File: config.mk
export PLATFORM = sky130hd
export DESIGN_NAME = maze_port_arbiter_flat
export DESIGN_NICKNAME = d
export VERILOG_FILES = /design/src/rtl/maze_port_arbiter_if.sv /design/src/rtl/maze_port_arbiter.sv /design/src/flat_wrapper.sv
export SDC_FILE = /design/constraint.sdc
export NUM_CORES = 1
export LEC_CHECK = 0
export CAP_MARGIN = 25
export CORE_AREA = 2 2 103 105
export DETAILED_ROUTE_END_ITERATION = 12
export DIE_AREA = 0 0 105 107
export GPL_ROUTABILITY_DRIVEN = 0
export GPL_TIMING_DRIVEN = 0
export SLEW_MARGIN = 20
export SYNTH_ARGS = -nofsm -noshare
export SYNTH_HDL_FRONTEND = slang
export SYNTH_SLANG_ARGS = --single-unit
File: constraint.sdc
create_clock -name clk -period 2.7 [get_ports clk]
set_input_delay 0.27 -clock clk [delete_from_list [all_inputs] [get_ports clk]]
set_output_delay 0.27 -clock clk [all_outputs]
set_load 0.02 [all_outputs]
File: src/rtl/maze_port_arbiter_if.sv
// Bus bundle between the maze lookup requesters/ROM and maze_port_arbiter.
// slave = arbiter side, master = requesters plus intersection ROM.
interface maze_port_arbiter_if;
    logic [3:0] req;
    logic [9:0] req_x0, req_x1, req_x2, req_x3;
    logic [9:0] req_y0, req_y1, req_y2, req_y3;
    logic [3:0] gnt;
    logic [3:0] rvalid;
    logic [3:0] rdata;
    logic       rom_en;
    logic [9:0] rom_x;
    logic [9:0] rom_y;
    logic [3:0] rom_data;
    logic       busy;

    modport slave (
        input  req, req_x0, req_x1, req_x2, req_x3,
               req_y0, req_y1, req_y2, req_y3, rom_data,
        output gnt, rvalid, rdata, rom_en, rom_x, rom_y, busy
    );

    modport master (
        output req, req_x0, req_x1, req_x2, req_x3,
               req_y0, req_y1, req_y2, req_y3, rom_data,
        input  gnt, rvalid, rdata, rom_en, rom_x, rom_y, busy
    );
endinterface

File: src/rtl/maze_port_arbiter.sv
// Round-robin arbiter sharing one intersection ROM among pacman and three ghosts.
// Optional MAZE_ARB_BOUNDS_CHECK_EN: out-of-maze coordinates skip the ROM and return 0000.
module maze_port_arbiter (
    input  logic                  clk,
    input  logic                  reset_n,
    maze_port_arbiter_if.slave    bus
);

    typedef enum logic [3:0] {
        IDLE  = 4'b0001,
        ISSUE = 4'b0010,
        WAIT  = 4'b0100,
        RESP  = 4'b1000
    } state_t;

    state_t     state_reg, state_next;
    logic [1:0] ptr_reg;
    logic [1:0] winner_reg;
    logic [9:0] x_reg, y_reg;
    logic [9:0] rom_x_reg, rom_y_reg;
    logic [3:0] rdata_reg;
    logic       oob_reg;

    logic [9:0] req_x [4];
    logic [9:0] req_y [4];
    logic [3:0] rot_req;
    logic [1:0] offset;
    logic [1:0] pick;
    logic       arb_win;
    logic       oob_next;
    logic       rom_en_int;

    assign req_x[0] = bus.req_x0;
    assign req_x[1] = bus.req_x1;
    assign req_x[2] = bus.req_x2;
    assign req_x[3] = bus.req_x3;
    assign req_y[0] = bus.req_y0;
    assign req_y[1] = bus.req_y1;
    assign req_y[2] = bus.req_y2;
    assign req_y[3] = bus.req_y3;

    // Rotate requests so that position 0 is the requester at ptr.
    genvar gi;
    generate
        for (gi = 0; gi < 4; gi++) begin : g_rot
            assign rot_req[gi] = bus.req[ptr_reg + 2'(gi)];
        end
    endgenerate

    always_comb begin
        offset = 2'd0;
        for (int i = 3; i >= 0; i--) begin
            if (rot_req[i]) offset = 2'(i);
        end
    end

    assign pick    = ptr_reg + offset;
    assign arb_win = ((state_reg == IDLE) || (state_reg == RESP)) && (bus.req != 4'b0000);

`ifdef MAZE_ARB_BOUNDS_CHECK_EN
    assign oob_next = (req_x[pick] >= 10'd380) || (req_y[pick] >= 10'd432);
`else
    assign oob_next = 1'b0;
`endif

    always_ff @(posedge clk or negedge reset_n) begin
        if (!reset_n) begin
            state_reg <= IDLE;
        end else begin
            state_reg <= state_next;
        end
    end

    always_comb begin
        state_next = state_reg;
        bus.gnt    = 4'b0000;
        bus.rvalid = 4'b0000;
        rom_en_int = 1'b0;
        unique case (state_reg)
            IDLE: begin
                if (arb_win) state_next = ISSUE;
            end
            ISSUE: begin
                bus.gnt    = 4'b0001 << winner_reg;
                rom_en_int = !oob_reg;
                state_next = WAIT;
            end
            WAIT: begin
                state_next = RESP;
            end
            RESP: begin
                bus.rvalid = 4'b0001 << winner_reg;
                state_next = arb_win ? ISSUE : IDLE;
            end
            default: begin
                state_next = IDLE;
            end
        endcase
    end

    // Coordinates are captured at arbitration so the requester may move on after gnt.
    always_ff @(posedge clk or negedge reset_n) begin
        if (!reset_n) begin
            ptr_reg    <= 2'd0;
            winner_reg <= 2'd0;
            x_reg      <= 10'd0;
            y_reg      <= 10'd0;
            oob_reg    <= 1'b0;
            rom_x_reg  <= 10'd0;
            rom_y_reg  <= 10'd0;
            rdata_reg  <= 4'b0000;
        end else begin
            if (arb_win) begin
                winner_reg <= pick;
                x_reg      <= req_x[pick];
                y_reg      <= req_y[pick];
                oob_reg    <= oob_next;
                ptr_reg    <= pick + 2'd1;
            end
            if (rom_en_int) begin
                rom_x_reg <= x_reg;
                rom_y_reg <= y_reg;
            end
            if (state_reg == WAIT) begin
                rdata_reg <= oob_reg ? 4'b0000 : bus.rom_data;
            end
        end
    end

    assign bus.rom_en = rom_en_int;
    assign bus.rom_x  = rom_en_int ? x_reg : rom_x_reg;
    assign bus.rom_y  = rom_en_int ? y_reg : rom_y_reg;
    assign bus.rdata  = rdata_reg;
    assign bus.busy   = (state_reg != IDLE);

endmodule

File: src/flat_wrapper.sv
// flat-port wrapper written by rule: the top's interface ports become plain ports
module maze_port_arbiter_flat 
  (clk, reset_n, bus_req, bus_req_x0, bus_req_x1, bus_req_x2, bus_req_x3, bus_req_y0, bus_req_y1, bus_req_y2, bus_req_y3, bus_rom_data, bus_gnt, bus_rvalid, bus_rdata, bus_rom_en, bus_rom_x, bus_rom_y, bus_busy);
  maze_port_arbiter_if bus_i ();
  input  logic clk;
  input  logic reset_n;
  input wire logic [$bits(bus_i.req)-1:0] bus_req;
  input wire logic [$bits(bus_i.req_x0)-1:0] bus_req_x0;
  input wire logic [$bits(bus_i.req_x1)-1:0] bus_req_x1;
  input wire logic [$bits(bus_i.req_x2)-1:0] bus_req_x2;
  input wire logic [$bits(bus_i.req_x3)-1:0] bus_req_x3;
  input wire logic [$bits(bus_i.req_y0)-1:0] bus_req_y0;
  input wire logic [$bits(bus_i.req_y1)-1:0] bus_req_y1;
  input wire logic [$bits(bus_i.req_y2)-1:0] bus_req_y2;
  input wire logic [$bits(bus_i.req_y3)-1:0] bus_req_y3;
  input wire logic [$bits(bus_i.rom_data)-1:0] bus_rom_data;
  output wire logic [$bits(bus_i.gnt)-1:0] bus_gnt;
  output wire logic [$bits(bus_i.rvalid)-1:0] bus_rvalid;
  output wire logic [$bits(bus_i.rdata)-1:0] bus_rdata;
  output wire logic [$bits(bus_i.rom_en)-1:0] bus_rom_en;
  output wire logic [$bits(bus_i.rom_x)-1:0] bus_rom_x;
  output wire logic [$bits(bus_i.rom_y)-1:0] bus_rom_y;
  output wire logic [$bits(bus_i.busy)-1:0] bus_busy;
  assign bus_i.req = bus_req;
  assign bus_i.req_x0 = bus_req_x0;
  assign bus_i.req_x1 = bus_req_x1;
  assign bus_i.req_x2 = bus_req_x2;
  assign bus_i.req_x3 = bus_req_x3;
  assign bus_i.req_y0 = bus_req_y0;
  assign bus_i.req_y1 = bus_req_y1;
  assign bus_i.req_y2 = bus_req_y2;
  assign bus_i.req_y3 = bus_req_y3;
  assign bus_i.rom_data = bus_rom_data;
  assign bus_gnt = bus_i.gnt;
  assign bus_rvalid = bus_i.rvalid;
  assign bus_rdata = bus_i.rdata;
  assign bus_rom_en = bus_i.rom_en;
  assign bus_rom_x = bus_i.rom_x;
  assign bus_rom_y = bus_i.rom_y;
  assign bus_busy = bus_i.busy;
  maze_port_arbiter u_core (.clk(clk), .reset_n(reset_n), .bus(bus_i));
endmodule
### Word-level counts from Yosys, hierarchy flattened

Index checks and enable logic that the tools add are counted.

* register bits: 52
* input port bits: 90
* output and inout port bits: 34
* logic and storage cells: 55

* $add $sub $neg: 5
* order comparisons: 5
* equal/unequal tests: 6
* shifts and indexed selects: 1
* multiplexer cells: 26
* bitwise gates (word level): 1
* reduce and logical (&&, ||, !) cells: 3

Operator list (number)
* $mux W10: 6
* $bmux W10 S2: 2
* $pmux W4 S4: 1
* $lt A2 B3 Y1 const B: 4
* $mux W4: 3
* $mux W2: 5
* $bmux W1 S2: 4
* $mux W1: 5
* $add A2 B1 Y2 const B: 2
* $add A2 B2 Y2 const B: 2
* $eq A4 B1 Y1 const B: 1
* $eq A4 B2 Y1 const B: 1
* $eq A4 B3 Y1 const B: 1
* $eq A4 B4 Y1 const B: 1
* $ne A4 B1 Y1 const B: 1
* $reduce_bool A4 Y1: 1
* $shl A1 B2 Y4 const A: 1
* $ge A3 B3 Y1 const B: 1
* $not A2 Y3: 1
* $add A2 B2 Y2: 1
* $ne A2 B1 Y1 const B: 1
* $logic_and A1 B1 Y1: 1
* $logic_or A1 B1 Y1: 1

### Logic depth before layout (Yosys ltp)

Gate-level depths: netlist of run 1.

* depth in word-level cells: 12
* gate-level depth with buffers: 11

### Worst setup path after synthesis of run 1

Ideal clock, no wire load.

* path kind: register to register
* start: register u_core.ptr_reg[1]
* end: register u_core.x_reg[9]
* setup time: 96 ps
* arrival time: 2309 ps
* path slack: 295 ps
* stages on the path, launching flop included: 12
* path buffers: 4
* clock period less this slack: 2405 ps
* cell sequence: dfrtp_1 > buf_2 > o21ai_0 > a21oi_1 > nor3_1 > a21oi_1 > ha_1 > clkbuf_1 > clkbuf_1 > buf_2 > a221oi_1 > o31ai_1

* cells in the longest elaborated chain, start to end: 12
* elaborated cells between the ends (all ways): 20
* classes of those cells: 4 x add/sub; 15 x mux; 1 x bitwise

Ends and longest elaborated chain
* start: declaration: line maze_port_arbiter.sv:17 `logic [1:0] ptr_reg;`
* start signal: assignment: line maze_port_arbiter.sv:118 `ptr_reg <= pick + 2'd1;`
* $add A2 B2 Y2: line maze_port_arbiter.sv:46 `assign rot_req[gi] = bus.req[ptr_reg + 2'(gi)];`
* $bmux W1 S2: line maze_port_arbiter.sv:46
* $mux W1 (implied by the code): line maze_port_arbiter.sv:46
* $mux W2 (3 in a row): line maze_port_arbiter.sv:53 `if (rot_req[i]) offset = 2'(i);`
* $mux W2 (*): line maze_port_arbiter.sv:53
* $add A2 B2 Y2 (*): line maze_port_arbiter.sv:57 `assign pick = ptr_reg + offset;`
* named net u_core.pick[0]: line maze_port_arbiter.sv:28 `logic [1:0] pick;`
* $not A2 Y3 (implied by the code) (*): line maze_port_arbiter.sv:115 `x_reg <= req_x[pick];`
* $bmux W10 S2 (*): line maze_port_arbiter.sv:115
* $mux W10 (implied by the code) (*) (2 in a row): line maze_port_arbiter.sv:115
* end signal: assignment: line maze_port_arbiter.sv:115
* end: declaration: line maze_port_arbiter.sv:19 `logic [9:0] x_reg, y_reg;`

The timed path passes the listed nets; every way through them passes the cells marked *. The select of a mux whose other input is x is not followed.
A chain may end at the register's enable or synchronous reset.

### Worst setup path after layout of run 1

* start: register u_core.ptr_reg[1]
* end: register u_core.x_reg[8]

Same word-level chain as after synthesis.

==> metrics list, run 1 <==
- In the final layout, the multi-input gates occupy 0.00161 mm^2.
* Via count of the first global-routing pass: 2,819
* Height of the chip: 107 um
* Cell area after layout: 0.00468 mm^2
- Entering global routing, the biggest net connects 53 pins.
* Highest clock rate: 394 MHz
* Smallest hold slack: -0.0258 ns
- Req. time, crit path: 2.87 ns
- Yosys printed 0 warnings.
* Seq/Total Area, Yosys: 0.437
* Avg Vias per Cell: 5.05
* CP arrival: 2.71 ns
- Of the total synthesized cell area, the portion taken by XOR and XNOR cells is 0.00882.
- Total Routing Usage GR: 0.169
- Setup violations remaining at the end of the flow were counted as 0.
- Clock Pin Slew Worst Setup and Hold Paths: 0.10 ns
* Slew margin rel.: 0.539
* Startpoint class of the critical path: flop
- TritonCTS built the clock tree.
- Maximum buffer depth of the clock tree: 2
- Starting utilization of the core area: 0.295
- Routed wire per std cell: 17.9 um
- In this run the remaining antenna-violating nets after routing total 0.
- Post-layout util: 0.464
* Start-to-end type of the worst setup path: flop to flop
- Main combinational cell family by area after synthesis: compound AO/OA/AOI/OAI gates
- Fill cell count: 1,005
- The flow ran to the end, but the final reports show violations.
- Subtracting the final worst setup slack from the clock period gives 2.54 ns.
- For the pin with the worst max-slew slack, the measured transition is 0.689 ns.
* Antenna Cells: 0
- Registers take 0.00130 mm^2.
* Residual DRC: 0
- Of the post-synthesis cell area, the part taken by muxes is 0.0945.
- Type of the tightest min-delay check: primary input to asynchronous set/reset pin
* Post-route insts no fill: 555
* Most common cell after layout, fill and taps aside: clkdlybuf4s50_1
- Die footprint: 0.0112 mm^2
* Launch point of the worst reg-to-reg path: u_core.ptr_reg[1]$_DFFE_PN0P_
* Setup repair after global routing missed its margin: true
- Crit Path Max Fanout: 10
- Placed Cells incl. Taps: 546
- Initial antenna violation count: 0
- Detailed routing inserted a total of 2,804 vias.
- Number of enable-type register cells in the synthesized netlist: 0
- The core region is 0.0101 mm^2.
- Hold buffer count at cts: 0
* Post-DP Area: 0.00438 mm^2
- Total clock buffers created by CTS: 5
- After technology mapping, the gate count stands at 287.
* Worst voltage drop across the vdd grid: 0.579 mV
* Count of maximum capacitance violations: 0
* Final-report hold violation count: 15
- The routed design has 9960 um of wire.
- Count of buffers inserted at the top-level ports: 123
- Clock insertion delay at the later pin of the skew report: 0.31 ns
- Worst Skew: 0.0135 ns
- Share of synthesized cell area in and, or, nand and nor gates: 0.196
- Aggregate global routing overflow: 0
- The number of max-slew violations in the final report is 0.
* Final cycle utilization of the critical path: 0.941
- Nets in the synthesized netlist: 378
* Power per cell area: 1320 mW/mm^2
- In the final layout, the share of cells above drive strength 1 is 0.177.
* Total design power: 6170 uW
* Overall die width: 105 um
- Post-synthesis area per instance: 10.4 um^2
- DPL Wire Length: 7270 um
* Leading register cell type out of synthesis: dfrtp_1
- Area growth from synthesis to final layout: 57.1%
- PnR worst setup slack: 0.159 ns
- The first global-routing pass estimated 14,900 um of wire.
- Highest-count cells in the layout ignoring fill and taps: clkdlybuf4s50_1, dfrtp_1, nor2b_1
- The compound-cell area share of the yosys netlist came to 0.205.
* DP Worst Slack: -0.838 ns
- Total standard cell area after synthesis: 0.00298 mm^2
* Clock Tree Root: clkbuf_8
* Detailed Routing Iterations Pass 1: 4
* CTS H-tree depth: 2
- Violated checks: hold timing
- Standby leakage power: 0.00203 uW
- Clock tree synthesis found a total of 52 sinks.
- The critical path starts at u_core.ptr_reg[1]$_DFFE_PN0P_.
* Count of routing violations after the opening detailed-route iteration: 204
- The worst setup path is captured at a flop.
* Boundary pin count: 124
- Unique cell type count in the Yosys netlist: 41
- Share of flip-flops with an asynchronous set or reset: 1.00
- Arithmetic-cell share of the synthesized area counting full adders, half adders and majority gates: 0.00420
- Counting flops and latches in the post-synthesis netlist gives 52.
* Net count, final: 510
- The floorplan has 37 rows.
-- where the power goes --
group	switching, uW	internal, uW	total (uW)
Sequential	162	1190	1350
Clock	257	205	462
Combinational	2470	1890	4360
Total	2890	3280	6170
-- worst max-delay path: stages, from the launching register on --
cell      delay [ns]
dfrtp_1         0.34
buf_4           0.19
inv_1           0.07
o32a_1          0.33
a21oi_1         0.16
ha_2            0.30
clkbuf_4        0.20
buf_4           0.20
buf_6           0.17
a221oi_1        0.32
o31ai_1         0.12
-- synth_stat cells (2+ instances only) --
| library cell | count | area share |
|---|---|---|
| clkbuf_1 | 12 | 0.015 |
| nor3_1 | 5 | 0.0084 |
| a21oi_1 | 5 | 0.0084 |
| nor2_1 | 7 | 0.0088 |
| xor2_1 | 2 | 0.0059 |
| nand2_1 | 28 | 0.035 |
| nand3b_1 | 2 | 0.0050 |
| nand3_1 | 2 | 0.0034 |
| o31ai_1 | 21 | 0.053 |
| inv_1 | 3 | 0.0038 |
| mux2_1 | 2 | 0.0076 |
| nor2b_1 | 40 | 0.084 |
| buf_6 | 4 | 0.015 |
| o21ai_0 | 2 | 0.0034 |
| a221oi_1 | 19 | 0.056 |
| buf_2 | 11 | 0.018 |
| mux2_2 | 23 | 0.087 |
| and3b_1 | 2 | 0.0059 |
| a2111oi_0 | 20 | 0.059 |
| dfrtp_1 | 51 | 0.43 |
| nor3b_1 | 6 | 0.015 |
-- layout make-up --
type / instances / area share
flip-flops and latches: 52 / 0.278
clock inverters: 1 / 0.00187
plain buffers: 27 / 0.0396
well taps: 136 / 0.0364
multi-input cells: 204 / 0.344
clock buffers: 6 / 0.0176
inverters: 3 / 0.00241
repair buffers: 126 / 0.280
-- timing repair --
action,4_1_cts,5_1_grt
cloned,0,0
setup buffers,3,0
setup endpoints to repair,48,42
pin swaps,1,2
gates resized for setup,16,58
-- metrics by stage --
step,hold WS (ns),setup TNS (ns)
5_1_grt,0.0340,-0.145
6_report,-0.0258,0
4_1_cts,0.0130,0
2_1_floorplan,-0.0256,0
3_5_place_dp,0.350,-18.66
3_3_place_gp,0.460,-29.43
-- final timing paths --
path | end | slack, ns | depth (start not counted)
worst max-delay path | u_core.x_reg[8]$_DFFE_PN0P_ | 0.16 | 10
worst min register to register | u_core.x_reg[6]$_DFFE_PN0P_ | 0.48 | 2
worst min-delay path | u_core.y_reg[8]$_DFFE_PN0P_ | -0.03 | 1
worst max register to register | u_core.x_reg[8]$_DFFE_PN0P_ | 0.16 | 10
max in group asynchronous | u_core.state_reg[3]$_DFFE_PN0P_ | 2.26 | 1
min in group clk | u_core.x_reg[6]$_DFFE_PN0P_ | 0.48 | 2
-- routing by layer --
metal / wire length, um / global-route usage / vias up
met2: 4760 / 0.282 / 116
li1: - / - / 1335
met5: 0 / 0 / -
met3: 660 / 0.0401 / 8
met1: 4480 / 0.226 / 1345
met4: 57 / 0.0324 / 0
-- cells by family (layout without fill, tap and decap cells) --
kind of cell | Yosys count | count (layout)
AOI/OAI and AO/OA | 75 | 75
DFF | 52 | 52
and+or+nand+nor | 100 | 100
muxes | 25 | 25
adders and majority gates | 1 | 1
xor gates and xnor gates | 3 | 3
buffers and inverters | 31 | 163
No activity file was read; power rests on OpenSTA's default activity.
==> run 2, diff against run 1 <==
- CORE_AREA: 2 2 103 105 -> 2 2 113 115
- DIE_AREA: 0 0 105 107 -> 0 0 115 117
==> run 2 against run 1 <==
The flow now finishes without violations. Core utilization down 7.1 points. First-iteration DRC count down 12%. Total power up 8.5%. Clock power up 45%. Register-to-register slack better by 0.02 ns. Die area up 20%. Hold slack better by 0.040 ns. Cell area up 3.4%. Clock skew down 0.0012 ns. Via count up 2.2%. Final cell count up 2.7%. Largest cell class unchanged.
==> metrics list, run 2 (synthesis gave the netlist of run 1 again) <==
- The global-route total usage across every layer is 0.153 (-0.0162).
- DPL Wire Length: 7770 um (+6.9%)
- DP Worst Slack: -0.907 ns (-0.0691 ns)
- The maximum clock skew at final layout is 0.0123 ns (-0.00118 ns).
- The worst relative slew slack came to 0.503 (-0.0363).
* Post-route insts no fill: 570 (+2.7%)
- Starting utilization of the core area: 0.242 (-0.0532)
- Type of the tightest min-delay check: primary input to asynchronous set/reset pin
- The per-cell routed wire length came to 18.5 um (+3.3%).
* Critical-path top delay cell: clkdlybuf4s50_1
* Clock insertion delay at the later pin of the skew report: 0.30 ns (about the same)
- Count of maximum capacitance violations: 0 (unchanged)
* Setup repair after global routing missed its margin: false
* Detailed-route via count: 2,866 (+2.2%)
- Maximum buffer depth of the clock tree: 2 (unchanged)
- Register area: 0.00130 mm^2 (unchanged)
* Crit Path Max Fanout: 6 (-4)
* Aggregate global routing overflow: 0 (unchanged)
- In the layout the commonest cells are clkdlybuf4s50_1, dfrtp_1, nor2b_1.
- Clock Tree Root: clkbuf_16
* Count of buffers inserted at the top-level ports: 123 (unchanged)
- TNS Setup: 0 ns (unchanged)
- The layout net count is 510 (unchanged).
* Final number of max-transition violations: 0 (unchanged)
- The worst endpoint data arrival time came to 2.28 ns (-0.43 ns).
- The maximum number of pins on one net before global-route repair was 53 (unchanged).
- The number of antenna cells inserted is 0 (unchanged).
- The number of filler instances in the final layout came to 1,246 (+24%).
* Result of the run: completed
- Detailed Routing Iterations Pass 1: 4 (unchanged)
* Ordered list of cells on the worst path: clkbuf_1, nor4b_4, buf_4, buf_4, mux2_2, clkdlybuf4s50_1
- CP max stage delay: 0.55 ns (+0.21 ns)
* Slew of the pin with the lowest slew margin: 0.743 ns (+0.0544 ns)
- Cell area after layout: 0.00484 mm^2 (+3.4%)
* Element type at the critical path end: output pin
- The clock input transition at the sequential cells of the worst setup and hold paths is 0.07 ns (-0.03 ns).
- The number of antenna violations at the first check in global routing is 0 (unchanged).
* Placed Cells incl. Taps: 560 (+2.6%)
- Height of the chip: 117 um (+9.3%)
* Overall die width: 115 um (+9.5%)
* CP most frequent cell: buf_4
- Clock tree sinks: 52 (unchanged)
- Worst voltage drop across the vdd grid: 0.483 mV (-17%)
* Boundary pin count: 124 (unchanged)
- Power per cell area: 1380 mW/mm^2 (+4.9%)
* CTS H-tree depth: 2 (unchanged)
* Highest clock rate: 393 MHz (-0.26%)
- Final cycle utilization of the critical path: 0.943 (+0.00243)
- The total power is 6700 uW (+8.5%).
- The buffering stage count on the worst path with inverters included came to 4 (-1).
* Number of rows in the core area: 41 (+11%)
- The remaining number of nets flagged by the antenna check after routing was 0 (unchanged).
* Req. time, crit path: 2.43 ns (-0.44 ns)
- The proportion of layout cells with a drive suffix above 1 came to 0.207 (+0.0305).
* Count of routing violations after the opening detailed-route iteration: 180 (-12%)
- Category of cells accounting for the largest share of critical-path delay: buffers and inverters
- The global-route wire length before repair came to 15,700 um (+5.5%).
* Via count of the first global-routing pass: 2,898 (+2.8%)
- Most common cell after layout, fill and taps aside: clkdlybuf4s50_1
* Die footprint: 0.0135 mm^2 (+20%)
* Min cycle time layout: 2.55 ns (+0.00657 ns)
- Area growth from synthesis to final layout: 62.5%
- The count of endpoints failing hold in the final timing report is 0 (-15).
- Setup Viol. Count Final: 0 (unchanged)
* Total area of multi-input combinational cells: 0.00169 mm^2 (+4.7%)
- PnR worst setup slack: 0.153 ns (-0.00657 ns)
- Aggregate routed wire length: 10,600 um (+6.1%)
- The static leakage is 0.00207 uW (+1.7%).
- Residual DRC: 0 (unchanged)
- The average vias per placed instance is 5.03 (-0.48%).
- The instance area after placement was 0.00440 mm^2 (+0.40%).
* Startpoint class of the critical path: flop
* Total clock buffers created by CTS: 5 (unchanged)
- TritonCTS clock tree: done
* Start-to-end type of the worst setup path: flop to output pin
- Area inside the core boundary: 0.0123 mm^2 (+22%)
-- run 2: changes by cell type in the layout (fill, tap and decap cells not counted), sizes merged --
cell	delta
inv	+1
clkbuf	-1
clkdlybuf4s50	+1
dlymetal6s2s	-1
clkinvlp	+1
-- run 2: path summary, 6_finish.rpt --
kind	slack (ns)	depth (start not counted)	startpoint	endpoint
max	0.15	6	u_core.state_reg[3]$_DFFE_PN0P_	bus_rom_y[9]
min	0.01	1	reset_n	u_core.bus.rdata[3]$_DFFE_PN0N_
max reg2reg	0.18	11	u_core.ptr_reg[1]$_DFFE_PN0P_	u_core.x_reg[0]$_DFFE_PN0P_
min reg2reg	0.48	2	u_core.x_reg[2]$_DFFE_PN0P_	u_core.x_reg[2]$_DFFE_PN0P_
max in group asynchronous	2.23	1	reset_n	u_core.rom_x_reg[9]$_DFF_PN0_
min in group clk	0.48	2	u_core.x_reg[2]$_DFFE_PN0P_	u_core.x_reg[2]$_DFFE_PN0P_
-- run 2: what timing repair did --
| action | 4_1_cts | 5_1_grt |
|---|---|---|
| pin swaps | 1 | 0 |
| hold buffers | 0 | 0 |
| gates resized for setup | 20 | 71 |
| hold endpoints to repair | 0 | 0 |
| buffers inserted | 3 | 0 |
| setup endpoints to repair | 48 | 41 |
-- run 2: per-stage QoR --
stage	hold slack, ns	utilization
3_5_place_dp	0.357	0.357
2_1_floorplan	-0.0256	-
6_report	0.0140	0.393
3_3_place_gp	0.463	0.357
4_1_cts	0.0455	0.375
5_1_grt	0.0591	0.393
-- run 2: where the power goes --
group | internal [uW] | switching, uW | total (uW)
Clock | 353 | 315 | 668
Sequential | 1190 | 193 | 1380
Combinational | 2030 | 2610 | 4640
Total | 3580 | 3120 | 6700
-- run 2: per-layer routing --
layer / vias to the layer above / GRT usage / routed length, um
li1: 1344 / - / -
met1: 1394 / 0.196 / 4690
met2: 118 / 0.267 / 5030
met3: 10 / 0.0360 / 746
met4: 0 / 0.0289 / 106
met5: - / 0 / 0
-- run 2: area by class of cell --
| cell class | instances | area share |
|---|---|---|
| multi-input combinational | 204 | 0.349 |
| timing repair buffer | 126 | 0.270 |
| sequential | 52 | 0.269 |
| buffer | 27 | 0.0401 |
| tap | 150 | 0.0388 |
| clock buffer | 5 | 0.0258 |
| clock inverter | 3 | 0.00568 |
| inverter | 3 | 0.00233 |
